--- config.mk ---
export PLATFORM = sky130hd
export DESIGN_NAME = inst_fetch
export DESIGN_NICKNAME = d
export VERILOG_FILES = /design/src/rtl/inst_fetch.sv
export SDC_FILE = /design/constraint.sdc
export NUM_CORES = 1
export LEC_CHECK = 0
export CAP_MARGIN = 20
export CORE_MARGIN = 8
export CORE_UTILIZATION = 39
export CTS_BUF_LIST = sky130_fd_sc_hd__clkbuf_2 sky130_fd_sc_hd__clkbuf_4 sky130_fd_sc_hd__clkbuf_8
export DETAILED_ROUTE_END_ITERATION = 12
export PLACE_DENSITY = 0.85
export SLEW_MARGIN = 20
export SYNTH_ARGS = -nofsm -noshare
export SYNTH_HDL_FRONTEND = slang
export SYNTH_SLANG_ARGS = --single-unit
--- constraint.sdc ---
create_clock -name clk -period 5.3 [get_ports clk]
set_input_delay 1.06 -clock clk [delete_from_list [all_inputs] [get_ports clk]]
set_output_delay 1.06 -clock clk [all_outputs]
set_load 0.01 [all_outputs]
--- src/rtl/inst_fetch.sv ---
// Instruction-fetch stage for the multicycle RV32I core: owns the PC, issues
// single outstanding imem requests, buffers one word for decode, handles redirects.
module inst_fetch #(
  parameter logic [31:0] RESET_PC = 32'h0000_3000,
  parameter logic [31:0] NOP_INST = 32'h0000_0013
) (
  input  logic        clk,
  input  logic        rst,
  output logic        imem_req,
  output logic [31:0] imem_addr,
  input  logic        imem_rvalid,
  input  logic [31:0] imem_rdata,
  input  logic        redirect,
  input  logic [31:0] redirect_pc,
  output logic        id_valid,
  input  logic        id_ready,
  output logic [31:0] id_inst,
  output logic [31:0] id_pc,
  output logic [31:0] id_pc4,
  output logic        fetch_err
);

  typedef enum logic [1:0] {FETCH, WAIT, HOLD} state_t;

  state_t      state, state_d;
  logic [31:0] pc_q, pc_d;
  logic        drop_q, drop_d;
  logic        valid_d;
  logic [31:0] inst_d, idpc_d;
  logic        err_d;

  assign imem_req  = (state == FETCH) && !rst;
  assign imem_addr = {pc_q[31:2], 2'b00};
  assign id_pc4    = id_pc + 32'd4;

  always_ff @(posedge clk) begin
    if (rst) begin
      state     <= FETCH;
      pc_q      <= RESET_PC;
      drop_q    <= 1'b0;
      id_valid  <= 1'b0;
      id_inst   <= NOP_INST;
      id_pc     <= '0;
      fetch_err <= 1'b0;
    end else begin
      state     <= state_d;
      pc_q      <= pc_d;
      drop_q    <= drop_d;
      id_valid  <= valid_d;
      id_inst   <= inst_d;
      id_pc     <= idpc_d;
      fetch_err <= err_d;
    end
  end

  always_comb begin
    state_d = state;
    pc_d    = pc_q;
    drop_d  = drop_q;
    valid_d = id_valid;
    inst_d  = id_inst;
    idpc_d  = id_pc;
    // A response can only legitimately arrive while waiting for one
    err_d   = fetch_err | (imem_rvalid && (state != WAIT));

    if (redirect) begin
      pc_d    = redirect_pc & ~32'h3;
      valid_d = 1'b0;
      inst_d  = NOP_INST;
      unique case (state)
        FETCH: begin
          drop_d  = 1'b1;
          state_d = WAIT;
        end
        WAIT: begin
          // A response arriving with the redirect is the stale one; consume it here
          if (imem_rvalid) begin
            drop_d  = 1'b0;
            state_d = FETCH;
          end else begin
            drop_d  = 1'b1;
          end
        end
        HOLD:    state_d = FETCH;
        default: state_d = FETCH;
      endcase
    end else begin
      unique case (state)
        FETCH: state_d = WAIT;
        WAIT: begin
          if (imem_rvalid) begin
            if (drop_q) begin
              drop_d  = 1'b0;
              state_d = FETCH;
            end else begin
              inst_d  = imem_rdata;
              idpc_d  = pc_q;
              valid_d = 1'b1;
              pc_d    = pc_q + 32'd4;
              state_d = HOLD;
            end
          end
        end
        HOLD: begin
          if (id_valid && id_ready) begin
            valid_d = 1'b0;
            inst_d  = NOP_INST;
            state_d = FETCH;
          end
        end
        default: state_d = FETCH;
      endcase
    end
  end

endmodule
# Yosys cells after proc, flatten, opt, wreduce, memory -nomap -nowiden
# Index checks and enable logic that the tools add are counted.
# word_totals
ff_bits	101
elab_cells	61
inputBits	69
output_inout_bits	131
# op_classes
addsub	2
n_eq_ne	8
bitwise_logic	3
n_reduce_logical	16
n_mux	24
# ops
cell	n
$mux 32	7
$add 32x3->32 const B	2
$pmux 32 s2	1
$mux 2	5
$reduce_and 3->1	3
$ne 2x2->1 const B	4
$reduce_and 4->1	2
$reduce_bool 2->1	4
$mux 1	7
$pmux 2 s3	1
$pmux 1 s2	2
$pmux 2 s2	1
$logic_and 1x1->1	3
$ne 3x3->1 const B	1
$eq 2x1->1 const B	1
$eq 2x2->1 const B	1
$logic_not 2->1	1
$ne 2x1->1 const B	1
$not 1->1	2
$reduce_and 2->1	1
$reduce_or 2->1	1
$logic_not 1->1	1
$or 1x1->1	1

# Logic depth before layout (Yosys ltp)
# Gate-level depths: netlist of the first run.
# depth
depth_word	5
ltp_mapped	7
depth_no_buf	6

# Worst setup path before layout of the first run
# OpenSTA, ideal clock, no wires.
# synth_timing
path_kind	flip-flop to output port
from	register id_pc[2]
to	output id_pc4[22]
path_stages_with_launch	7
t_arrival_ns	1.927
slack_ns	2.313
t_required_ns	4.240
path_cell_list	dfxtp_1 -> ha_1 -> and4_1 -> nand3_1 -> nor3_1 -> nand4_1 -> xnor2_1
# synth_via
elab_chain_cells	1
# synth_lines
element	line	text
start, declared	18	output logic [31:0] id_pc,
start signal, assigned	51	id_pc <= idpc_d;
$add 32x3->32	34	assign id_pc4 = id_pc + 32'd4;
end, declared	19	output logic [31:0] id_pc4,
# No other way between the ends.

# Worst setup path in the final report of the first run
# Ends and elaborated chain as after synthesis.

==> results_dict.tcl, run 1 <==
set metrics [dict create \
    h-tree-depth 3 \
    cts_hold_buf 0 \
    use_met2_pct 33.02 \
    layout_common_cells "clkdlybuf4s50_1 (190), nand2_1 (99), dfxtp_1 (97), nor2_1 (62), a21oi_1 (43)" \
    cp_slowest_cell "nor3_1" \
    r2r-start "pc_q[4]" \
    hold_path.class "flip-flop to flip-flop" \
    ant_nets 0 \
    first_pass_iters 6 \
    areaGrowthSynthToFinish_pct 48.58 \
    path_max_fanout 8 \
    clock.fmax_mhz 237.1 \
    grt_max_degree 66 \
    drt-total-wl_mm 15.01 \
    clock_sinks 97 \
    cts_tree "built" \
    row_count 39 \
    crit_buf_inv 1 \
    fin_area_mm2 0.006700 \
    synth_warnings 0 \
    dieHeight_um 123.5 \
    root_buffer "clkbuf_8" \
    path_cells "ha_1 > and4_1 > nand3_1 > nor3_1 > nand4_1 > xnor2_1 > clkdlybuf4s50_1" \
    synthTopCellsByArea "dfxtp_1 (43%), nand2_1 (8.2%), xnor2_1 (7.0%), nor2_1 (5.2%), a22oi_1 (4.8%)" \
    globalRouteMet1Util_pct 21.78 \
    cts.clk_slew.worst_paths_ns 0.09 \
    postCtsSetupRepairBufs 0 \
    pwr_density_cell_mw_per_mm2 226.8 \
    fin_nets 801 \
    design.core.area_mm2 0.01137 \
    grt_pass1_wl_mm 23.50 \
    cts.path.max_buffers 2 \
    grt_usage_pct 19.24 \
    slew_violations 0 \
    gp_congestion 0.8641 \
    die_x_um 123.5 \
    port_buffers 191 \
    slew_headroom_pct 37.18 \
    cp-start-kind "flip-flop" \
    post_cts_resized 0 \
    viasPerCell 5.336 \
    rrSetupSlack_ns 2.79 \
    syn_inst 557 \
    tns_ns 0 \
    crit_family "simple AND/OR/NAND/NOR gates" \
    tightest_slew_ns 0.9352 \
    max-cap-violations 0 \
    worst_clock_skew_ns 0.006280 \
    grt_pass1_vias 4702 \
    grt_overflow 0 \
    layout_commonest_cell "clkdlybuf4s50_1" \
    synth.yosys.seq_area_share_pct 43.06 \
    worstSkewPairLatency_ns 0.36 \
    first_iter_violations 262 \
    pre_cts_slack_ns 1.509 \
    synthesis.area_mm2 0.004509 \
    p_leak_nw 2.247 \
    synth_top_area_share_pct 43.06 \
    synth-seq-cells 97 \
    critPathArrivalTime_ns 3.16 \
    final_layout_size_suffix_gt1_share_pct 4.354 \
    grt_util_met3_pct 6.895 \
    setup_viol 0 \
    antenna_found_initial 0 \
    grt-busiest-layer "met2" \
    critPathKind "flip-flop to output port" \
    layout_setup_ws_ns 1.082 \
    avgSynthCellArea_um2 8.096 \
    ir_drop_uv 160.0 \
    cpPeakStageDelay_ns 0.74 \
    io_pins 200 \
    rsz0062_at_grt "false" \
    placedInstanceArea_mm2 0.006496 \
    min_period_ns 4.218 \
    required_ns 4.24 \
    num_antenna_cells 0 \
    initial_utilization_pct 39.66 \
    die-area_mm2 0.01526 \
    hold_viol 0 \
    drc 0 \
    final_util_pct 58.93 \
    cp-end-kind "output port" \
    status "complete, no violations" \
    fin_crit_sh_pct 79.58 \
    routedWlPerCell_um 17.09 \
    cts_buffers 9 \
    startpoint "id_pc[2]" \
    ys_types 44 \
    dpl.hpwl_mm 11.37 \
    via_count 4685 \
    hp-start "id_pc[13]" \
    yosysTopAreaCell "dfxtp_1" \
]
stage by stage:
step,cells,power [mW],hold WS (ns)
floorplan,562,0.9026,0.4541
global placement,862,1.034,0.4534
detailed placement,862,1.041,0.4594
CTS,878,1.532,0.4810
global route,878,1.586,0.5070
finish,878,1.519,0.4809
per-layer routing:
metal  up-vias  share of wire (%)
met5         -                  0
met4         0                1.0
met3        12                 11
met2       211                 48
met1      2184                 40
li1       2278                  -
tightest hold or removal path, stage by stage (launching register included):
cell	delay [ns]
dfxtp_1	0.34
nand2_1	0.06
a21oi_1	0.05
logic make-up (layout without fill, tap and decap cells):
kind of cell             count (synthesis)  after routing  synth area share [%]
adder cells (fa/ha/maj)                  2              2                0.5549
AND/OR/NAND/NOR                        249            249                 26.05
multiplexers                             3              3                0.6660
flip-flops                              97             97                 43.06
buffers and inverters                   48            221                 4.717
other                                    1              6               0.08316
XOR/XNOR                                49             49                 9.517
AO/OA/AOI/OAI                          108            108                 15.34
worst paths after layout:
kind / depth (start not counted) / endpoint
setup reg to reg: 5 / pc_q[29]
hold reg to reg: 2 / id_pc[13]
setup / recovery: 7 / id_pc4[22]
hold / removal: 2 / id_pc[13]
cell usage after synthesis:
cell type,n
inv_1,8
a22oi_1,29
nor3_4,1
and4_1,6
nor3_1,10
nor4bb_1,1
o31a_1,2
a21o_1,1
or4_1,2
buf_1,7
mux2i_1,3
nor4_1,10
nand4_4,1
or4_4,2
xor2_1,13
buf_4,6
and3_1,5
or2_2,3
o211ai_1,1
nor3b_1,1
a311oi_1,4
o22ai_1,4
nor2b_1,1
xnor2_1,36
or3_1,5
o31ai_1,1
dfxtp_1,97
ha_1,2
buf_2,2
nand4_1,15
nand3_1,22
clkbuf_1,23
a31oi_1,3
conb_1,1
nand4bb_1,1
a21oi_1,43
buf_6,1
nor2_1,63
o21ai_0,5
clkinv_1,1
and2_1,1
o311a_1,1
nand2_1,99
a211oi_1,14
area by class of cell:
class | count | area (um^2)
fill | 992 | 4669
multi-input combinational | 417 | 2402
timing repair buffer | 196 | 1944
sequential | 97 | 1942
tap | 143 | 178.9
clock buffer | 11 | 145.1
clock inverter | 5 | 53.80
inverter | 9 | 33.78
registers in the layout, indices dropped and copies added (netlist names):
signal / cells
id_valid: 1
fetch_err: 1
drop_q: 1
id_pc: 30
id_inst: 32
state: 2
pc_q: 30
where the power goes:
group          internal (mW)  switching [mW]
clock                  0.236           0.260
combinational          0.127           0.102
sequential             0.755          0.0408
total                   1.12           0.402
(Power assumes the default switching activity.)
==> run 2, diff against run 1 <==
- PLACE_DENSITY: 0.85 -> 0.88
- clock period: 5.3 -> 3.5 ns (I/O delays scaled with it)
==> run 2 against run 1 <==
Against the previous run:
- sequential power rose by 51%
- clock-buffer cell count rose by 2
- worst setup slack got worse by 0.83 ns
- largest cell class unchanged
- non-clock buffer count rose by 7
- highest routed layer is now met5
==> results_dict.tcl, run 2 (synthesis gave the netlist of run 1 again) <==
set metrics [dict create \
    h-tree-depth 3 \
    grt_pass1_vias 4515 \
    cp_slowest_cell "clkdlybuf4s50_1" \
    path_max_fanout 8 \
    ant_nets 0 \
    first_iter_violations 193 \
    root_buffer "clkbuf_8" \
    via_count 4590 \
    final_layout_size_suffix_gt1_share_pct 5.795 \
    ir_drop_uv 250.1 \
    routedWlPerCell_um 16.54 \
    hold_viol 0 \
    cts.path.max_buffers 2 \
    num_antenna_cells 0 \
    cp-end-kind "output port" \
    first_pass_iters 4 \
    critical_path_depth 7 \
    fin_nets 808 \
    setup_viol 0 \
    antenna_found_initial 1 \
    final.fill_count 1015 \
    cts_buffers 9 \
    layout_common_cells "clkdlybuf4s50_1 (190), nand2_1 (99), dfxtp_1 (93), nor2_1 (62), a21oi_1 (43)" \
    die_x_um 123.5 \
    worst_clock_skew_ns 0.01185 \
    cts_hold_buf 0 \
    path_cells "nand3_1 > or3_1 > nor3_1 > buf_4 > nand4_1 > xnor2_1 > clkdlybuf4s50_1" \
    drc 0 \
    routed.top_layer "met5" \
    routed-wl-met2_mm 6.672 \
    regMostFlops "id_inst" \
    reg2reg_to "pc_q[29]" \
    postCtsSetupRepairBufs 0 \
    dpl.hpwl_mm 10.90 \
    critPathKind "flip-flop to output port" \
    wl_met1_mm 5.929 \
    die-area_mm2 0.01526 \
    io_pins 200 \
    cpPeakStageDelay_ns 0.56 \
    grt_pass1_wl_mm 22.94 \
    gp_congestion 0.8193 \
    clock_sinks 97 \
    drt-total-wl_mm 14.64 \
    route.met3.wl_mm 1.872 \
    rrSetupSlack_ns 1.06 \
    crit_family "simple AND/OR/NAND/NOR gates" \
    layout_commonest_cell "clkdlybuf4s50_1" \
    p_leak_nw 2.288 \
    whs_endpoint "id_pc[13]" \
    required_ns 2.80 \
    worstHoldPathCells 2 \
    port_buffers 191 \
    critPathArrivalTime_ns 2.55 \
    multi_input_area_mm2 0.002397 \
    r2r-start "pc_q[4]" \
    grt_usage_pct 18.82 \
    viasPerCell 5.186 \
    areaGrowthSynthToFinish_pct 50.33 \
    largest_register_ffs 32 \
    max-cap-violations 0 \
    grt_overflow 0 \
    pwr_density_cell_mw_per_mm2 346.6 \
    tns_ns 0 \
    clock.fmax_mhz 308.0 \
    initial_utilization_pct 39.66 \
    regArea_mm2 0.001947 \
    dieHeight_um 123.5 \
    hp-start "id_pc[13]" \
    row_count 39 \
    placedInstanceArea_mm2 0.006549 \
    min_period_ns 3.247 \
    rsz0062_at_grt "false" \
    cp-start-kind "flip-flop" \
    status "complete, no violations" \
    grt_max_degree 63 \
    slew_violations 0 \
    design.core.area_mm2 0.01137 \
    worstSkewPairLatency_ns 0.36 \
    crit_buf_inv 2 \
    fin_area_mm2 0.006779 \
    cts_tree "built" \
    tightest_slew_ns 0.6428 \
    fin_crit_sh_pct 92.76 \
    reg.largest.list "id_inst x32, id_pc x30, pc_q x30" \
    r2r_cells 5 \
    slew_headroom_pct 57.15 \
    cts.clk_slew.worst_paths_ns 0.09 \
    hold_path.class "flip-flop to flip-flop" \
]
## run 2: report_power, final
part / leakage [nW] / internal, mW / switching [mW]
Clock: 0.112 / 0.410 / 0.389
Sequential: 0.793 / 1.14 / 0.0614
Combinational: 1.38 / 0.195 / 0.152
## run 2: area by class of cell
type | instances | share of cell area (%)
well taps | 143 | 2.639
clock inverters | 3 | 0.6829
clock buffers | 13 | 2.639
multi-input cells | 417 | 35.36
flip-flops and latches | 97 | 28.72
repair buffers | 203 | 29.46
inverters | 9 | 0.4983
## run 2: worst max-delay path by stage
| stage | start | end | slack (ns) |
|---|---|---|---|
| final | id_pc[6] | id_pc4[31] | 0.25 |
| after global routing | id_pc[6] | id_pc4[31] | 0.003 |
| after CTS | id_pc[4] | id_pc4[25] | 0.16 |
| after detailed placement | imem_rvalid | pc_q[22] | 0.47 |
| after global placement | imem_rvalid | pc_q[24] | 0.52 |
| after floorplan | id_pc[2] | id_pc4[22] | 0.87 |
## run 2: what timing repair did
action,in CTS,in global routing
setup endpoints to repair,0,10
gates resized for setup,0,4
hold endpoints to repair,0,0
## run 2: layer usage
metal  global-route usage (%)  up-vias
met2                    30.01      174
met5                        0        -
met4                    5.267        2
li1                         -     2291
met1                    21.88     2107
met3                    9.452       16
## run 2: tightest hold or removal path, cell delays in order (launching register included)
cell and delay (ns):
dfxtp_1 0.33, nand2_1 0.06, a21oi_1 0.05
## run 2: metrics by stage
stage	utilization (%)	std cells	power (mW)	hold WS, ns	setup WS, ns
floorplan	-	562	1.367	0.4541	0.8733
global placement	57.60	869	1.573	0.4543	0.5204
detailed placement	57.60	869	1.579	0.4560	0.4674
CTS	59.58	885	2.375	0.4799	0.1553
global route	59.62	885	2.446	0.5063	0.002903
finish	59.62	885	2.350	0.4800	0.2534
==> run 3, diff against run 2 <==
- CAP_MARGIN: 20 -> default
- CORE_UTILIZATION: 39 -> 38
- CTS_BUF_LIST: sky130_fd_sc_hd__clkbuf_2 sky130_fd_sc_hd__clkbuf_4 sky130_fd_sc_hd__clkbuf_8 -> default
- PLACE_DENSITY: 0.88 -> 0.87
==> run 3 against run 2 <==
Against the previous run:
- flip-flop and latch count did not move
- clock power increased by 26%
- sequential share of layout area decreased by 0.37 points
- via count grew 1.9%
- power grew 9.2%
- non-clock buffer count did not move
- maximum frequency decreased by 0.69%
- clock skew shrank 0.0021 ns
- worst setup slack worse by 0.022 ns
- final cell count fell by 0.11%
- clock-buffer cell count shrank 2
- utilization decreased by 0.11 points
- highest routed layer is now met4
==> results_dict.tcl, run 3 (synthesis gave the netlist of run 1 again) <==
set metrics [dict create \
    status "complete, no violations" \
    cts.clk_slew.worst_paths_ns 0.07 \
    dpl.hpwl_mm 11.09 \
    worstSkewPairLatency_ns 0.34 \
    areaGrowthSynthToFinish_pct 52.00 \
    root_buffer "clkbuf_16" \
    hold_path.class "flip-flop to flip-flop" \
    first_iter_violations 218 \
    slew_violations 0 \
    port_buffers 191 \
    num_antenna_cells 0 \
    fin_area_mm2 0.006854 \
    clock.fmax_mhz 305.9 \
    die_x_um 124.9 \
    grt_usage_pct 18.91 \
    grt_pass1_vias 4765 \
    final_util_pct 59.52 \
    io_pins 200 \
    min_period_ns 3.269 \
    via_count 4676 \
    hold_viol 0 \
    cts_buffers 9 \
    multi_input_area_mm2 0.002397 \
    critPathArrivalTime_ns 2.57 \
    reg.largest.list "id_inst x32, id_pc x30, pc_q x30" \
    finalNonFillerCells 884 \
    gp_congestion 0.8288 \
    rsz0062_at_grt "false" \
    drt-total-wl_mm 14.92 \
    cp-end-kind "output port" \
    antenna_found_initial 0 \
    viasPerCell 5.290 \
    slew_headroom_pct 52.19 \
    layout_common_cells "clkdlybuf4s50_1 (190), nand2_1 (99), dfxtp_1 (96), nor2_1 (62), a21oi_1 (43)" \
    required_ns 2.80 \
    regArea_mm2 0.001943 \
    h-tree-depth 3 \
    grt_pass1_wl_mm 24.36 \
    postCtsSetupRepairBufs 0 \
    worst_clock_skew_ns 0.009733 \
    placedInstanceArea_mm2 0.006549 \
    tightest_slew_ns 0.7145 \
    grt_max_degree 66 \
    fin_crit_sh_pct 93.40 \
    placedCellCount 869 \
    max-cap-violations 0 \
    row_count 39 \
    ant_nets 0 \
    regMostFlops "id_inst" \
    cp-start-kind "flip-flop" \
    die-area_mm2 0.01561 \
    final.fill_count 1034 \
    clock_sinks 97 \
    largest_register_ffs 32 \
    critPathKind "flip-flop to output port" \
    grt_overflow 0 \
    final_layout_size_suffix_gt1_share_pct 5.263 \
    setup_viol 0 \
    drc 0 \
    routedWlPerCell_um 16.88 \
    initial_utilization_pct 39.16 \
    cts_tree "built" \
    first_pass_iters 6 \
    p_leak_nw 2.322 \
    cts.path.max_buffers 2 \
    fin_nets 808 \
    layout_commonest_cell "clkdlybuf4s50_1" \
    ir_drop_uv 280.9 \
    path_max_fanout 8 \
    tns_ns 0 \
    dieHeight_um 124.9 \
    design.core.area_mm2 0.01152 \
    pwr_density_cell_mw_per_mm2 374.3 \
]
-- run 3: cell count changes in the layout (fill, tap and decap cells not counted) --
cell	change
dfxtp_2	-3
inv_6	+1
clkbuf_8	-11
clkinv_2	+1
dfxtp_1	+3
clkbuf_16	+9
clkinv_4	-1
-- run 3: worst paths after layout --
path	cells after the start	endpoint	slack (ns)	from
setup reg to reg	5	pc_q[29]	1.06	pc_q[4]
hold reg to reg	2	id_inst[0]	0.48	id_inst[0]
setup / recovery	7	id_pc4[25]	0.23	id_pc[4]
hold / removal	2	id_inst[0]	0.48	id_inst[0]
-- run 3: metrics by stage --
step	hold WS [ns]	power, mW	setup slack [ns]
2_1_floorplan	0.4541	1.367	0.8733
5_1_grt	0.5241	2.668	0.008541
4_1_cts	0.4859	2.589	0.1254
6_report	0.4814	2.566	0.2310
3_5_place_dp	0.4642	1.580	0.5027
3_3_place_gp	0.4508	1.573	0.5964
-- run 3: layout make-up --
| type | instances | share of cell area, % |
|---|---|---|
| clock buffer | 11 | 3.687 |
| clock inverter | 4 | 0.7484 |
| inverter | 9 | 0.4929 |
| multi-input combinational | 417 | 34.98 |
| sequential | 97 | 28.35 |
| tap | 143 | 2.610 |
| timing repair buffer | 203 | 29.13 |
-- run 3: critical path, cell delays in order (launching register included) --
cell,delay (ns)
dfxtp_1,0.45
nand3_1,0.13
or3_1,0.45
nor3_1,0.18
buf_4,0.19
nand4_1,0.12
xnor2_1,0.15
clkdlybuf4s50_1,0.57
-- run 3: power by group --
part | leakage [nW] | internal [mW] | total (mW) | switching (mW)
Combinational | 1.38 | 0.195 | 0.347 | 0.153
Clock | 0.148 | 0.591 | 1.01 | 0.422
Sequential | 0.792 | 1.14 | 1.21 | 0.0631
Total | 2.32 | 1.93 | 2.57 | 0.637
-- run 3: timing repair --
| item | CTS | global route |
|---|---|---|
| endpoints found under the setup margin | 0 | 3 |
| gates resized for setup | 0 | 1 |
| hold buffers | 0 | 0 |
| hold endpoints to repair | 0 | 0 |
-- run 3: metal layers --
metal,vias to the layer above,track usage (%),wire length (um),part of all wire (%)
met5,-,0,0,0
met2,194,30.91,6684,45
met4,0,6.304,223,1.5
li1,2296,-,-,-
met1,2170,21.20,6133,41
met3,16,9.222,1881,13
